===== src/rtl/vga_mon_pkg.sv =====
// Shared definitions for the VGA timing monitor: default 800x600@60 mode
// geometry, FSM state encoding and the CRC-16-CCITT constants/step function.
package vga_mon_pkg;

  localparam int MODE_H_TOTAL  = 1056;
  localparam int MODE_H_SYNC   = 128;
  localparam int MODE_H_BP     = 88;
  localparam int MODE_H_ACTIVE = 800;
  localparam int MODE_V_TOTAL  = 628;
  localparam int MODE_V_SYNC   = 4;
  localparam int MODE_V_BP     = 23;
  localparam int MODE_V_ACTIVE = 600;
  localparam int MODE_CW       = 11;

  typedef enum logic [1:0] {
    SEARCH  = 2'd0,
    MEASURE = 2'd1,
    LOCKED  = 2'd2
  } mon_state_e;

  localparam logic [15:0] CRC_POLY = 16'h1021;
  localparam logic [15:0] CRC_SEED = 16'hFFFF;

  // One pixel of CRC-16-CCITT over 12 data bits, MSB first.
  function automatic logic [15:0] crc16_12(input logic [15:0] crc, input logic [11:0] d);
    logic [15:0] c;
    c = crc;
    for (int i = 11; i >= 0; i--) begin
      if (c[15] ^ d[i]) c = {c[14:0], 1'b0} ^ CRC_POLY;
      else              c = {c[14:0], 1'b0};
    end
    return c;
  endfunction

endpackage


===== src/rtl/vga_mon_edge.sv =====
// Two-flop input register for one sync line, normalised to active-high,
// with single-cycle rise/fall pulses on the normalised level.
module vga_mon_edge
  import vga_mon_pkg::*;
#(
  parameter bit POL = 1'b1
) (
  input  logic clk_i,
  input  logic rst_i,
  input  logic sig_i,
  output logic rise_o,
  output logic fall_o
);

  logic s1_q, s2_q, prev_q;
  logic norm;

  // Flops reset to the inactive line level so release never fakes an edge.
  assign norm = s2_q ^ ~POL;

  // Input register pair plus previous normalised level for edge detect.
  always_ff @(posedge clk_i or posedge rst_i) begin
    if (rst_i) begin
      s1_q   <= ~POL;
      s2_q   <= ~POL;
      prev_q <= 1'b0;
    end else begin
      s1_q   <= sig_i;
      s2_q   <= s1_q;
      prev_q <= norm;
    end
  end

  assign rise_o = norm & ~prev_q;
  assign fall_o = ~norm & prev_q;

endmodule


===== src/rtl/vga_timing_monitor.sv =====
// Receive-side VGA timing monitor: measures line/frame geometry, recovers
// pixel coordinates and data-enable, and tracks lock against the mode.
// Optional per-frame CRC-16 over active pixels: define VGA_MON_CRC_EN.
module vga_timing_monitor
  import vga_mon_pkg::*;
#(
  parameter int H_TOTAL  = MODE_H_TOTAL,
  parameter int H_SYNC   = MODE_H_SYNC,
  parameter int H_BP     = MODE_H_BP,
  parameter int H_ACTIVE = MODE_H_ACTIVE,
  parameter int V_TOTAL  = MODE_V_TOTAL,
  parameter int V_SYNC   = MODE_V_SYNC,
  parameter int V_BP     = MODE_V_BP,
  parameter int V_ACTIVE = MODE_V_ACTIVE,
  parameter bit SYNC_POL = 1'b1,
  parameter int CW       = MODE_CW
) (
  input  logic          clk,
  input  logic          rst,
  input  logic          hs,
  input  logic          vs,
  input  logic [3:0]    r,
  input  logic [3:0]    g,
  input  logic [3:0]    b,
  output logic [CW-1:0] h_total,
  output logic [CW-1:0] h_sync_w,
  output logic [CW-1:0] v_total,
  output logic [CW-1:0] v_sync_w,
  output logic [CW-1:0] pix_x,
  output logic [CW-1:0] pix_y,
  output logic          de,
  output logic          frame_start,
  output logic          locked,
  output logic [7:0]    err_count,
  output logic [15:0]   frame_crc
);

  localparam logic [CW-1:0] CMAX = '1;
  localparam logic [CW-1:0] HT_C = CW'(H_TOTAL);
  localparam logic [CW-1:0] HS_C = CW'(H_SYNC);
  localparam logic [CW-1:0] VT_C = CW'(V_TOTAL);
  localparam logic [CW-1:0] VS_C = CW'(V_SYNC);
  localparam logic [CW-1:0] HX0  = CW'(H_SYNC + H_BP);
  localparam logic [CW-1:0] HX1  = CW'(H_SYNC + H_BP + H_ACTIVE);
  localparam logic [CW-1:0] VY0  = CW'(V_SYNC + V_BP);
  localparam logic [CW-1:0] VY1  = CW'(V_SYNC + V_BP + V_ACTIVE);

  function automatic logic [CW-1:0] sat_inc(input logic [CW-1:0] x);
    return (x == CMAX) ? x : x + CW'(1);
  endfunction

  logic hs_rise, hs_fall, vs_rise, vs_fall;

  vga_mon_edge #(.POL(SYNC_POL)) u_hs (
    .clk_i(clk), .rst_i(rst), .sig_i(hs), .rise_o(hs_rise), .fall_o(hs_fall));
  vga_mon_edge #(.POL(SYNC_POL)) u_vs (
    .clk_i(clk), .rst_i(rst), .sig_i(vs), .rise_o(vs_rise), .fall_o(vs_fall));

  logic [CW-1:0] hcnt_q, hcnt_d, vcnt_q, vcnt_d;
  logic          vs_pend_q, vs_pend_d;
  logic [CW-1:0] h_total_q, h_total_d, h_sync_w_q, h_sync_w_d;
  logic [CW-1:0] v_total_q, v_total_d, v_sync_w_q, v_sync_w_d;
  logic [CW-1:0] pix_x_q, pix_x_d, pix_y_q, pix_y_d;
  logic          de_q, de_d, fs_q;
  logic [7:0]    err_q;
  logic          hsat, geom_ok, lock_bad, err_inc;
  mon_state_e    state_q, state_d;

  // Counters and measurements for the cycle whose edges are visible now.
  // hcnt_d/vcnt_d are the position of the current normalised sample; a vs
  // edge is folded into the line count before a coincident hs edge restarts it.
  always_comb begin
    hcnt_d    = hs_rise ? '0 : sat_inc(hcnt_q);
    vcnt_d    = vcnt_q;
    vs_pend_d = vs_pend_q | vs_rise;
    if (hs_rise) begin
      vcnt_d    = (vs_rise || vs_pend_q) ? '0 : sat_inc(vcnt_q);
      vs_pend_d = 1'b0;
    end
    h_total_d  = hs_rise ? sat_inc(hcnt_q) : h_total_q;
    h_sync_w_d = hs_fall ? hcnt_d : h_sync_w_q;
    v_total_d  = vs_rise ? sat_inc(vcnt_q) : v_total_q;
    v_sync_w_d = vs_fall ? vcnt_d : v_sync_w_q;
    de_d       = (hcnt_d >= HX0) && (hcnt_d < HX1) && (vcnt_d >= VY0) && (vcnt_d < VY1);
    pix_x_d    = de_d ? hcnt_d - HX0 : '0;
    pix_y_d    = de_d ? vcnt_d - VY0 : '0;
  end

  // hsat fires once, on the cycle hcnt first pins at full scale (hs lost).
  assign hsat     = (hcnt_d == CMAX) && (hcnt_q != CMAX);
  assign geom_ok  = (h_total_d == HT_C) && (h_sync_w_d == HS_C) &&
                    (v_total_d == VT_C) && (v_sync_w_d == VS_C);
  assign lock_bad = hsat || (hs_rise && (h_total_d != HT_C)) ||
                    (vs_rise && ((v_total_d != VT_C) || (v_sync_w_d != VS_C)));

  // Measurement, counter and registered-output state.
  always_ff @(posedge clk or posedge rst) begin
    if (rst) begin
      hcnt_q     <= '0;
      vcnt_q     <= '0;
      vs_pend_q  <= 1'b0;
      h_total_q  <= '0;
      h_sync_w_q <= '0;
      v_total_q  <= '0;
      v_sync_w_q <= '0;
      pix_x_q    <= '0;
      pix_y_q    <= '0;
      de_q       <= 1'b0;
      fs_q       <= 1'b0;
      err_q      <= '0;
    end else begin
      hcnt_q     <= hcnt_d;
      vcnt_q     <= vcnt_d;
      vs_pend_q  <= vs_pend_d;
      h_total_q  <= h_total_d;
      h_sync_w_q <= h_sync_w_d;
      v_total_q  <= v_total_d;
      v_sync_w_q <= v_sync_w_d;
      pix_x_q    <= pix_x_d;
      pix_y_q    <= pix_y_d;
      de_q       <= de_d;
      fs_q       <= vs_rise;
      if (err_inc && (err_q != 8'hFF)) err_q <= err_q + 8'd1;
    end
  end

  // Lock FSM state register.
  always_ff @(posedge clk or posedge rst) begin
    if (rst) state_q <= SEARCH;
    else     state_q <= state_d;
  end

  // Lock FSM next state: one full frame must measure clean before LOCKED.
  always_comb begin
    state_d = state_q;
    unique case (state_q)
      SEARCH:  if (vs_rise) state_d = MEASURE;
      MEASURE: if (vs_rise && geom_ok) state_d = LOCKED;
      LOCKED:  if (lock_bad) state_d = SEARCH;
      default: state_d = SEARCH;
    endcase
  end

  // Lock FSM outputs: lock flag and error-count strobe.
  always_comb begin
    locked  = (state_q == LOCKED);
    err_inc = 1'b0;
    unique case (state_q)
      MEASURE: err_inc = vs_rise && !geom_ok;
      LOCKED:  err_inc = lock_bad;
      default: err_inc = 1'b0;
    endcase
  end

  assign h_total     = h_total_q;
  assign h_sync_w    = h_sync_w_q;
  assign v_total     = v_total_q;
  assign v_sync_w    = v_sync_w_q;
  assign pix_x       = pix_x_q;
  assign pix_y       = pix_y_q;
  assign de          = de_q;
  assign frame_start = fs_q;
  assign err_count   = err_q;

`ifdef VGA_MON_CRC_EN
  logic [11:0] rgb1_q, rgb2_q;
  logic [15:0] crc_q, fcrc_q;

  // Running CRC over active pixels; latched and reseeded at each frame start.
  always_ff @(posedge clk or posedge rst) begin
    if (rst) begin
      rgb1_q <= '0;
      rgb2_q <= '0;
      crc_q  <= CRC_SEED;
      fcrc_q <= '0;
    end else begin
      rgb1_q <= {r, g, b};
      rgb2_q <= rgb1_q;
      if (vs_rise) begin
        fcrc_q <= crc_q;
        crc_q  <= CRC_SEED;
      end else if (de_d) begin
        crc_q  <= crc16_12(crc_q, rgb2_q);
      end
    end
  end

  assign frame_crc = fcrc_q;
`else
  logic unused_rgb;
  assign unused_rgb = ^{r, g, b};
  assign frame_crc  = '0;
`endif

endmodule


===== config.mk =====
export PLATFORM = sky130hd
export DESIGN_NAME = vga_timing_monitor
export DESIGN_NICKNAME = d
export VERILOG_FILES = /design/src/rtl/vga_mon_pkg.sv /design/src/rtl/vga_mon_edge.sv /design/src/rtl/vga_timing_monitor.sv
export SDC_FILE = /design/constraint.sdc
export NUM_CORES = 1
export LEC_CHECK = 0
export ABC_AREA = 1
export CAP_MARGIN = 5
export CORE_MARGIN = 4
export CORE_UTILIZATION = 58
export CTS_BUF_LIST = sky130_fd_sc_hd__clkbuf_8
export CTS_CLUSTER_DIAMETER = 60
export CTS_CLUSTER_SIZE = 20
export DETAILED_ROUTE_END_ITERATION = 10
export PLACE_DENSITY_LB_ADDON = 0.25
export RECOVER_POWER = 25
export SLEW_MARGIN = 5
export SYNTH_ARGS = -nofsm -noshare
export SYNTH_HDL_FRONTEND = slang
export SYNTH_SLANG_ARGS = --single-unit

===== constraint.sdc =====
create_clock -name clk -period 5.5 [get_ports clk]
set_input_delay 1.375 -clock clk [delete_from_list [all_inputs] [get_ports clk]]
set_output_delay 1.375 -clock clk [all_outputs]
set_load 0.01 [all_outputs]

==> reports/qor.log, run 1 <==
[outcome] run status complete, no violations
[critical_path] worst path required time 5750 ps
[placed_design] global placement routability congestion 0.908
[sta] Final WS setup 1610 ps
[synth] main combinational cell family by area after synthesis simple AND/OR/NAND/NOR gates
[critical_path] type of the worst setup path reg2reg
[synth] EDFF count, synth 0
[cells_and_area] highest-count cells in the layout ignoring fill and taps nand2_1 (201), dfrtp_1 (107), clkdlybuf4s50_1 (78)
[synth] synthesis-stage register bit count 107
[global_route] total gr overflow 0
[cells_and_area] antenna cells 0
[synth] XOR/XNOR Fraction of Synth Area 0.0317
[global_route] maximum number of pins on one net before global-route repair 81
[cells_and_area] most common cell after layout, fill and taps aside nand2_1
[drt] DRT antenna net count 0
[drt] Detailed Route WL 12.8 mm
[synth] Yosys top cell area share 0.485
[clocking] insertion delay to the later sink of the worst-skew pair 380 ps
[synth] Syn Inst Count 679
[cells_and_area] number of fillers in the final layout 751
[placed_design] PortBufs 80
[clocking] H-tree depth 3
[sta] worst setup skew after layout 15.6 ps
[cells_and_area] signed area change from the synthesized netlist to the final layout 17.6%
[cells_and_area] final standard cell utilization of the core 0.703
[sta] clock period minus worst slack 3890 ps
[power] maximum vdd ir drop 0.222 mV
[floorplan] die height 106 µm
[synth] count of distinct cell types in the synthesized netlist 40
[drt] Avg Vias per Cell 5.18
[drt] Routed wire per std cell 14.4 µm
[floorplan] I/O pin count 109
[clocking] clock tree from TritonCTS built
[clocking] Clock Pin Slew Worst Setup and Hold Paths 100 ps
[clocking] clock tree root buffer cell clkbuf_8
[global_route] number of global-route vias before repair 4579
[floorplan] Die Outline Area 11100 µm²
[sta] final slew viol count 0
[synth] top flip-flop cell by instance count after synthesis dfrtp_1
[global_route] initial antenna violation count 0
[synth] largest cells by area after synthesis dfrtp_1 (49%), nand2_1 (13%), inv_1 (4.9%)
[floorplan] core footprint 9240 µm²
[synth] FFs w/ async S/R, synth 1.00
[job] Max-cap violations 0
[critical_path] startpoint kind of the worst setup timing path flip-flop
[clocking] number of sinks driven by the clock tree 107
[sta] RSZ-0062 raised after global routing false
[clocking] Max Root-Sink Buffers 2
[critical_path] kind of end point of the critical path flip-flop
[sta] slew margin rel. 0.233
[synth] fraction of the yosys area taken by sequential cells 0.485
[cells_and_area] footprint of the multi-input gates 2320 µm²
[sta] final setup violation count 0
[critical_path] arrival time of data at the critical path endpoint 4140 ps
[floorplan] standard-cell rows 35
[synth] multiplexer area fraction after synthesis 0
[drt] number of remaining DRC errors 0
[floorplan] die width 106 µm
[worst_hold_path] type of the most critical hold path reg2reg
[synth] Yosys top cell by area dfrtp_1
[placed_design] half-perimeter wire length of the detailed placement result 9.67 mm
[placed_design] DP Worst Slack 2280 ps
[clocking] number of hold buffers added after CTS 0
[sta] Fin Setup TNS 0 ps
[sta] maximum frequency from static timing analysis 0.257 GHz
[power] power per standard cell area 287 nW/µm²
[critical_path] crit-path max FO 31
[global_route] first-pass GRT wire length 21.8 mm
[floorplan] Initial Utilization 0.597
[synth] Synth Area in Compound Gates 0.0453
[synth] arithmetic-cell share of the synthesized area counting full adders, half adders and majority gates 0.0181
[synth] Simple-Gate Fraction of Synth Area 0.326
[synth] average footprint of a synthesized cell 8.13 µm²
[synth] warnings from Yosys 0
[drt] initial detailed-routing violation count 290
[cells_and_area] share of post-route cells with drive strength above 1 0.109
[sta] post-route fraction of the period consumed by the critical path 0.706
[clocking] setup repair bufs after CTS 0
[cells_and_area] register area 2680 µm²
[power] leakage power 3.30 nW
[drt] total via count after detailed routing 4621
[clocking] post-cts repair resize count 0
[clocking] number of buffers inserted during clock tree synthesis 9
[synth] cell area after technology mapping 5520 µm²
[sta] final-report hold violation count 0
[sta] slew at the pin closest to its max-slew limit 1150 ps
[drt] number of optimization iterations in the first detailed-route pass 5
[global_route] global routing usage summed across all routing layers 0.244
[cells_and_area] post-layout net count 782
[stage by stage]
step           cell area, µm²  cells  power (mW)  hold slack, ps
2_1_floorplan            5580    694        1.22             331
6_report                 6490    892        1.86             357
3_3_place_gp             6360    876        1.39             335
3_5_place_dp             6360    876        1.41             336
5_1_grt                  6490    892        1.97             374
4_1_cts                  6560    892        1.88             359
[power by group]
| group | switching, mW | internal [mW] |
|---|---|---|
| sequential | 0.0570 | 0.861 |
| combinational | 0.278 | 0.194 |
| clock | 0.267 | 0.204 |
| total | 0.601 | 1.26 |
[state kept, by name (all words and copies together), names as in the netlist, 2 cells and up]
signal / cells
vcnt_q: 11
h_total: 11
v_total: 11
pix_x: 11
pix_y: 11
state_q: 2
h_sync_w: 11
hcnt_q: 11
v_sync_w: 11
err_count: 8
[cell usage after synthesis, types with 2 or more instances]
| cell type | instances |
|---|---|
| nand3_1 | 49 |
| o21bai_1 | 2 |
| nand4_1 | 16 |
| nor2_4 | 3 |
| o21ai_1 | 7 |
| clkbuf_1 | 6 |
| xnor2_1 | 7 |
| buf_4 | 16 |
| nor3_2 | 2 |
| inv_2 | 12 |
| nor4_1 | 2 |
| nand3_2 | 2 |
| a31oi_1 | 2 |
| nor3_1 | 8 |
| nand2_1 | 197 |
| inv_1 | 72 |
| dfrtp_1 | 107 |
| or2_2 | 19 |
| a21oi_1 | 10 |
| nor2_2 | 28 |
| buf_6 | 3 |
| ha_1 | 8 |
| nor2_1 | 49 |
| xor2_1 | 13 |
| nand2_2 | 7 |
| buf_2 | 4 |
| o21ai_0 | 15 |
[cell type report]
| cell class | instances | area share |
|---|---|---|
| repair buffers | 82 | 0.125 |
| inverters | 85 | 0.0495 |
| flip-flops and latches | 107 | 0.412 |
| well taps | 129 | 0.0249 |
| clock buffers | 12 | 0.0254 |
| clock inverters | 4 | 0.00501 |
| multi-input cells | 473 | 0.358 |
[worst paths after layout]
path,from,endpoint,slack (ps),cells after the start
worst min register to register,u_hs.s1_q,u_hs.norm,360,0
worst max-delay path,u_hs.norm,pix_y[10],1610,13
worst min-delay path,u_hs.s1_q,u_hs.norm,360,0
worst max register to register,u_hs.norm,pix_y[10],1610,13
min in group asynchronous,rst,u_hs.norm,1550,2
max in group asynchronous,rst,pix_x[1],3030,3
[critical path, stage by stage (launching register included)]
cell     delay (ps)
dfrtp_1         400
nand2_1         560
inv_1           630
nand2_1         240
inv_1           190
a22oi_1         570
inv_2            90
nand2_2         140
o21ai_4          80
nor3_2          160
and2_4          180
nor2_4           40
inv_2           400
nor2_1           70
[per-layer routing]
layer	part of all wire	track usage
met2	0.53	0.438
met4	0.026	0.0962
met3	0.041	0.0423
met5	0	0
met1	0.40	0.289
[cells by family (layout without fill, tap and decap cells)]
group,after synthesis,after routing
and+or+nand+nor,387,387
buffers and inverters,114,183
DFF,107,107
AOI/OAI and AO/OA,42,42
xor gates and xnor gates,20,20
adders and majority gates,8,8
other,1,16
(Power assumes the default switching activity.)
==> run 2: changes to the inputs <==
- CORE_UTILIZATION: 58 -> 54
- clock period: 5.5 -> 4 ns (I/O delays scaled with it)
==> run 2 against run 1 <==
Compared with the run above: largest power group unchanged; setup slack got worse by 830 ps; maximum frequency increased by 21%; first-iteration DRC count decreased by 10%; wire length increased by 0.34%; clock skew decreased by 7.9 ps; final area increased by 1.4%; clock power increased by 38%; the run now ends with capacitance limit, slew limit left; utilization decreased by 3.5 points; sequential power increased by 37%; combinational power increased by 38%; hold slack got worse by 1.7 ps; final cell count increased by 0.78%.
==> reports/qor.log, run 2 (synthesized netlist as in run 1, its figures left out) <==
[cells_and_area] share of post-route cells with drive strength above 1 0.127
[critical_path] endpoint of the worst register-to-register path pix_x[6]
[drt] Routed wire per std cell 14.3 µm
[cells_and_area] final standard cell utilization of the core 0.667
[floorplan] core footprint 9860 µm²
[power] proportion of power drawn by the clock network 0.254
[global_route] total gr overflow 0
[clocking] Max Root-Sink Buffers 2
[critical_path] crit-path max cell delay 430 ps
[floorplan] I/O pin count 109
[sta] slew margin rel. -0.467
[sta] worst setup skew after layout 7.72 ps
[floorplan] standard-cell rows 36
[critical_path] Reg2Reg Depth 14
[critical_path] worst flop-to-flop path startpoint hcnt_q[0]
[critical_path] Critical path destination pix_x[6]
[critical_path] crit-path max FO 21
[placed_design] PortBufs 80
[floorplan] die width 109 µm
[drt] number of remaining DRC errors 0
[global_route] global routing usage summed across all routing layers 0.231
[sta] clock period minus worst slack 3210 ps
[sta] final slew viol count 57
[critical_path] cell chain of the critical path ha_1, nand2_1, nor2_1, nand3b_4, a21oi_1, ha_1, inv_1, a21oi_1, nand2_1, a221oi_1, nand2_1, nor2_4, inv_2, nor2_2
[power] net switching component of the power 0.810 mW
[critical_path] reg-to-reg setup timing slack 790 ps
[drt] total via count after detailed routing 4624
[clocking] clock tree from TritonCTS built
[power] combinational group share of total power 0.253
[drt] Avg Vias per Cell 5.14
[drt] DRT antenna net count 0
[power] leakage power 3.35 nW
[power] internal power 1.76 mW
[clocking] Clock Pin Slew Worst Setup and Hold Paths 90 ps
[floorplan] die height 109 µm
[power] Sw Share 0.316
[floorplan] Initial Utilization 0.559
[worst_hold_path] origin of the worst min-delay path u_hs.s1_q
[outcome] violations in the final reports capacitance limit, slew limit
[cells_and_area] antenna cells 0
[critical_path] cell seen most often among critical-path stages nand2_1
[cells_and_area] highest-count cells in the layout ignoring fill and taps nand2_1 (197), dfrtp_1 (107), clkdlybuf4s50_1 (77)
[critical_path] Top Family by Delay on Critical Path simple AND/OR/NAND/NOR gates
[global_route] initial antenna violation count 0
[power] Reg power frac 0.492
[critical_path] worst path required time 4300 ps
[critical_path] startpoint kind of the worst setup timing path flip-flop
[sta] maximum frequency from static timing analysis 0.311 GHz
[drt] initial detailed-routing violation count 261
[sta] slew at the pin closest to its max-slew limit 2200 ps
[critical_path] critical path launch point hcnt_q[0]
[clocking] number of hold buffers added after CTS 0
[clocking] setup repair bufs after CTS 0
[clocking] number of buffers inserted during clock tree synthesis 9
[power] power per standard cell area 390 nW/µm²
[critical_path] kind of end point of the critical path flip-flop
[clocking] H-tree depth 3
[cells_and_area] signed area change from the synthesized netlist to the final layout 19.2%
[drt] number of optimization iterations in the first detailed-route pass 5
[sta] RSZ-0062 raised after global routing false
[critical_path] number of stages on the worst setup path 14
[clocking] number of sinks driven by the clock tree 107
[sta] final setup violation count 0
[global_route] number of global-route vias before repair 4483
[critical_path] type of the worst setup path reg2reg
[placed_design] global placement routability congestion 0.881
[drt] Detailed Route WL 12.9 mm
[sta] post-route fraction of the period consumed by the critical path 0.804
[floorplan] Die Outline Area 11900 µm²
[clocking] post-cts repair resize count 0
[power] maximum vdd ir drop 0.387 mV
[critical_path] crit path max-delay cell type dfrtp_1
[sta] final-report hold violation count 0
[job] Max-cap violations 1
[critical_path] CP bufs+invs 2
[worst_hold_path] type of the most critical hold path reg2reg
[sta] Fin Setup TNS 0 ps
[clocking] clock tree root buffer cell clkbuf_8
[cells_and_area] most common cell after layout, fill and taps aside nand2_1
[cells_and_area] post-layout net count 785
[global_route] maximum number of pins on one net before global-route repair 58
[critical_path] arrival time of data at the critical path endpoint 3510 ps
[placed_design] half-perimeter wire length of the detailed placement result 9.49 mm
[outcome] run status finished, violations left
[global_route] first-pass GRT wire length 21.5 mm
[clocking] insertion delay to the later sink of the worst-skew pair 370 ps
[run 2: area by class of cell]
class                   instances  area (µm²)
flip-flops and latches        107        2680
well taps                     133         166
clock inverters                 6        57.6
fillers                       815        3280
clock buffers                  10         138
multi-input cells             473        2380
inverters                      85         319
repair buffers                 85         847
[run 2: metal layers]
| metal | track usage | part of all wire |
|---|---|---|
| met1 | 0.301 | 0.43 |
| met2 | 0.384 | 0.49 |
| met3 | 0.0456 | 0.058 |
| met4 | 0.0839 | 0.023 |
| met5 | 0 | 0 |
[run 2: how the worst min path moves through the flow]
stage | to | cells after the start
5_1_grt | u_vs.norm | 0
2_1_floorplan | u_hs.norm | 0
3_3_place_gp | u_vs.norm | 0
3_5_place_dp | u_hs.norm | 0
6_report | u_hs.norm | 0
4_1_cts | u_hs.norm | 0
[run 2: worst register-to-register path: stages, from the launching register on]
cell and delay (ps):
dfrtp_1 430, ha_1 220, nand2_1 80, nor2_1 260, nand3b_4 280, a21oi_1 340
ha_1 210, inv_1 80, a21oi_1 210, nand2_1 80, a221oi_1 310, nand2_1 140
nor2_4 120, inv_2 220, nor2_2 160
[run 2: metrics by stage]
step	total power [mW]	hold WS, ps	setup slack (ps)	instances	area (µm²)
2_1_floorplan	1.68	331	183	694	5580
5_1_grt	2.73	373	462	899	6580
3_3_place_gp	1.91	332	910	883	6400
3_5_place_dp	1.93	336	874	883	6400
6_report	2.57	355	786	899	6580
4_1_cts	2.59	358	822	899	6590
[run 2: power by group through the flow]
| stage | Clock [mW] | Combinational, mW | Sequential, mW |
|---|---|---|---|
| global placement | 0 | 0.631 | 1.28 |
| CTS | 0.672 | 0.653 | 1.26 |
| global route | 0.726 | 0.727 | 1.28 |
| finish | 0.652 | 0.650 | 1.26 |
| detailed placement | 0 | 0.648 | 1.28 |
| floorplan | 0 | 0.377 | 1.30 |
==> run 3: changes to the inputs <==
- clock period: 4 -> 3 ns (I/O delays scaled with it)
==> run 3 against run 2 <==
Compared with the run above: the run now ends clean; non-clock buffer count rose by 14; sequential share of layout area fell by 0.92 points; sequential power rose by 33%; critical path type unchanged; clock skew rose by 3.6 ps; die area did not move; final cell count rose by 1.6%; register-to-register slack got worse by 510 ps.
==> reports/qor.log, run 3 (synthesized netlist as in run 1, its figures left out) <==
[clocking] number of buffers inserted during clock tree synthesis 9
[floorplan] Die Outline Area 11900 µm²
[critical_path] worst path required time 3310 ps
[critical_path] startpoint kind of the worst setup timing path flip-flop
[sta] final-report hold violation count 0
[sta] final setup violation count 0
[sta] post-route fraction of the period consumed by the critical path 0.909
[cells_and_area] Finished Cell Area 6730 µm²
[critical_path] cell chain of the critical path ha_1, nand2_1, nor2_4, nand3_4, buf_4, nand2_1, nand2_1, nand2_1, nor2_2, inv_2, nor3_1, a31oi_1, and2_4, nor2_4, inv_4, nor2_1
[power] maximum vdd ir drop 0.369 mV
[floorplan] core footprint 9860 µm²
[critical_path] CP bufs+invs 3
[clocking] Clock Pin Slew Worst Setup and Hold Paths 90 ps
[drt] total via count after detailed routing 4647
[critical_path] cell seen most often among critical-path stages nand2_1
[sta] slew margin rel. 0.335
[placed_design] placed inst area 6470 µm²
[drt] initial detailed-routing violation count 334
[placed_design] global placement routability congestion 0.886
[global_route] global routing usage summed across all routing layers 0.228
[drt] number of remaining DRC errors 0
[cells_and_area] final cell count without fillers 913
[clocking] Max Root-Sink Buffers 2
[critical_path] crit-path max FO 21
[global_route] initial antenna violation count 0
[global_route] first-pass GRT wire length 21.0 mm
[drt] number of optimization iterations in the first detailed-route pass 5
[critical_path] critical path launch point vcnt_q[0]
[global_route] maximum number of pins on one net before global-route repair 38
[sta] slew at the pin closest to its max-slew limit 992 ps
[critical_path] worst flop-to-flop path startpoint vcnt_q[0]
[job] Max-cap violations 0
[critical_path] crit path max-delay cell type dfrtp_1
[placed_design] DP Cell Count 891
[critical_path] Top Family by Delay on Critical Path simple AND/OR/NAND/NOR gates
[power] Reg power frac 0.491
[power] power per standard cell area 509 nW/µm²
[worst_hold_path] origin of the worst min-delay path u_hs.s1_q
[critical_path] Reg2Reg Depth 16
[placed_design] DP Worst Slack 48.1 ps
[floorplan] die width 109 µm
[floorplan] standard-cell rows 36
[cells_and_area] highest-count cells in the layout ignoring fill and taps nand2_1 (195), dfrtp_1 (107), clkdlybuf4s50_1 (77)
[critical_path] number of stages on the worst setup path 16
[clocking] insertion delay to the later sink of the worst-skew pair 380 ps
[power] proportion of power drawn by the clock network 0.250
[drt] DRT antenna net count 0
[sta] worst hold slack after final layout 352 ps
[floorplan] I/O pin count 109
[cells_and_area] final standard cell utilization of the core 0.683
[power] internal power 2.35 mW
[clocking] number of hold buffers added after CTS 0
[drt] Detailed Route WL 12.8 mm
[floorplan] Initial Utilization 0.559
[cells_and_area] share of post-route cells with drive strength above 1 0.155
[global_route] total gr overflow 0
[worst_hold_path] Worst Hold Depth 0
[critical_path] Critical path destination pix_y[10]
[power] leakage power 3.42 nW
[cells_and_area] antenna cells 0
[clocking] H-tree depth 3
[worst_hold_path] type of the most critical hold path reg2reg
[critical_path] arrival time of data at the critical path endpoint 3040 ps
[cells_and_area] signed area change from the synthesized netlist to the final layout 22.0%
[power] net switching component of the power 1.08 mW
[global_route] number of global-route vias before repair 4418
[sta] final slew viol count 0
[sta] Final WS setup 274 ps
[clocking] clock tree from TritonCTS built
[clocking] number of sinks driven by the clock tree 107
[critical_path] crit-path max cell delay 420 ps
[placed_design] half-perimeter wire length of the detailed placement result 9.63 mm
[critical_path] reg-to-reg setup timing slack 270 ps
[critical_path] kind of end point of the critical path flip-flop
[sta] worst setup skew after layout 11.3 ps
[floorplan] die height 109 µm
[critical_path] type of the worst setup path reg2reg
[placed_design] PortBufs 80
[drt] Routed wire per std cell 14.1 µm
[cells_and_area] post-layout net count 799
[outcome] run status complete, no violations
[sta] clock period minus worst slack 2730 ps
[drt] Avg Vias per Cell 5.09
[power] combinational group share of total power 0.259
[clocking] clock tree root buffer cell clkbuf_8
[critical_path] endpoint of the worst register-to-register path pix_y[10]
[power] Sw Share 0.314
[sta] maximum frequency from static timing analysis 0.367 GHz
[cells_and_area] most common cell after layout, fill and taps aside nand2_1
-- run 3: layer usage --
layer  up-vias  GRT usage  part of all wire
met4         0     0.0712             0.019
met2       139      0.380              0.51
li1       2284          -                 -
met5         -          0                 0
met3        21     0.0628             0.060
met1      2203      0.288              0.42
-- run 3: how the worst min path moves through the flow --
| stage | end | slack [ps] |
|---|---|---|
| 2_1_floorplan | u_hs.norm | 330 |
| 3_3_place_gp | u_vs.norm | 340 |
| 3_5_place_dp | u_hs.norm | 340 |
| 4_1_cts | u_hs.norm | 360 |
| 5_1_grt | u_vs.norm | 370 |
| 6_report | u_hs.norm | 350 |
-- run 3: power by group through the flow --
| stage | clock network [mW] | logic [mW] | registers, mW |
|---|---|---|---|
| 6_report | 0.858 | 0.889 | 1.68 |
| 5_1_grt | 0.953 | 0.999 | 1.70 |
| 4_1_cts | 0.893 | 0.873 | 1.68 |
| 3_5_place_dp | 0 | 0.869 | 1.71 |
| 3_3_place_gp | 0 | 0.849 | 1.70 |
| 2_1_floorplan | 0 | 0.503 | 1.73 |
-- run 3: through the flow --
step / power [mW] / setup TNS, ps
floorplan: 2.24 / 0
global placement: 2.55 / 0
detailed placement: 2.58 / 0
CTS: 3.45 / 0
global route: 3.65 / -4.79
finish: 3.43 / 0
-- run 3: final cells by class --
cell class,instances,area (µm²)
fill,800,3130
clock buffer,10,138
clock inverter,6,50.0
sequential,107,2680
tap,133,166
multi-input combinational,473,2440
timing repair buffer,99,938
inverter,85,323
-- run 3: what timing repair did --
| action | 4_1_cts | 5_1_grt |
|---|---|---|
| setup buffers | 0 | 6 |
| setup endpoints to repair | 0 | 31 |
| gates resized for setup | 0 | 18 |
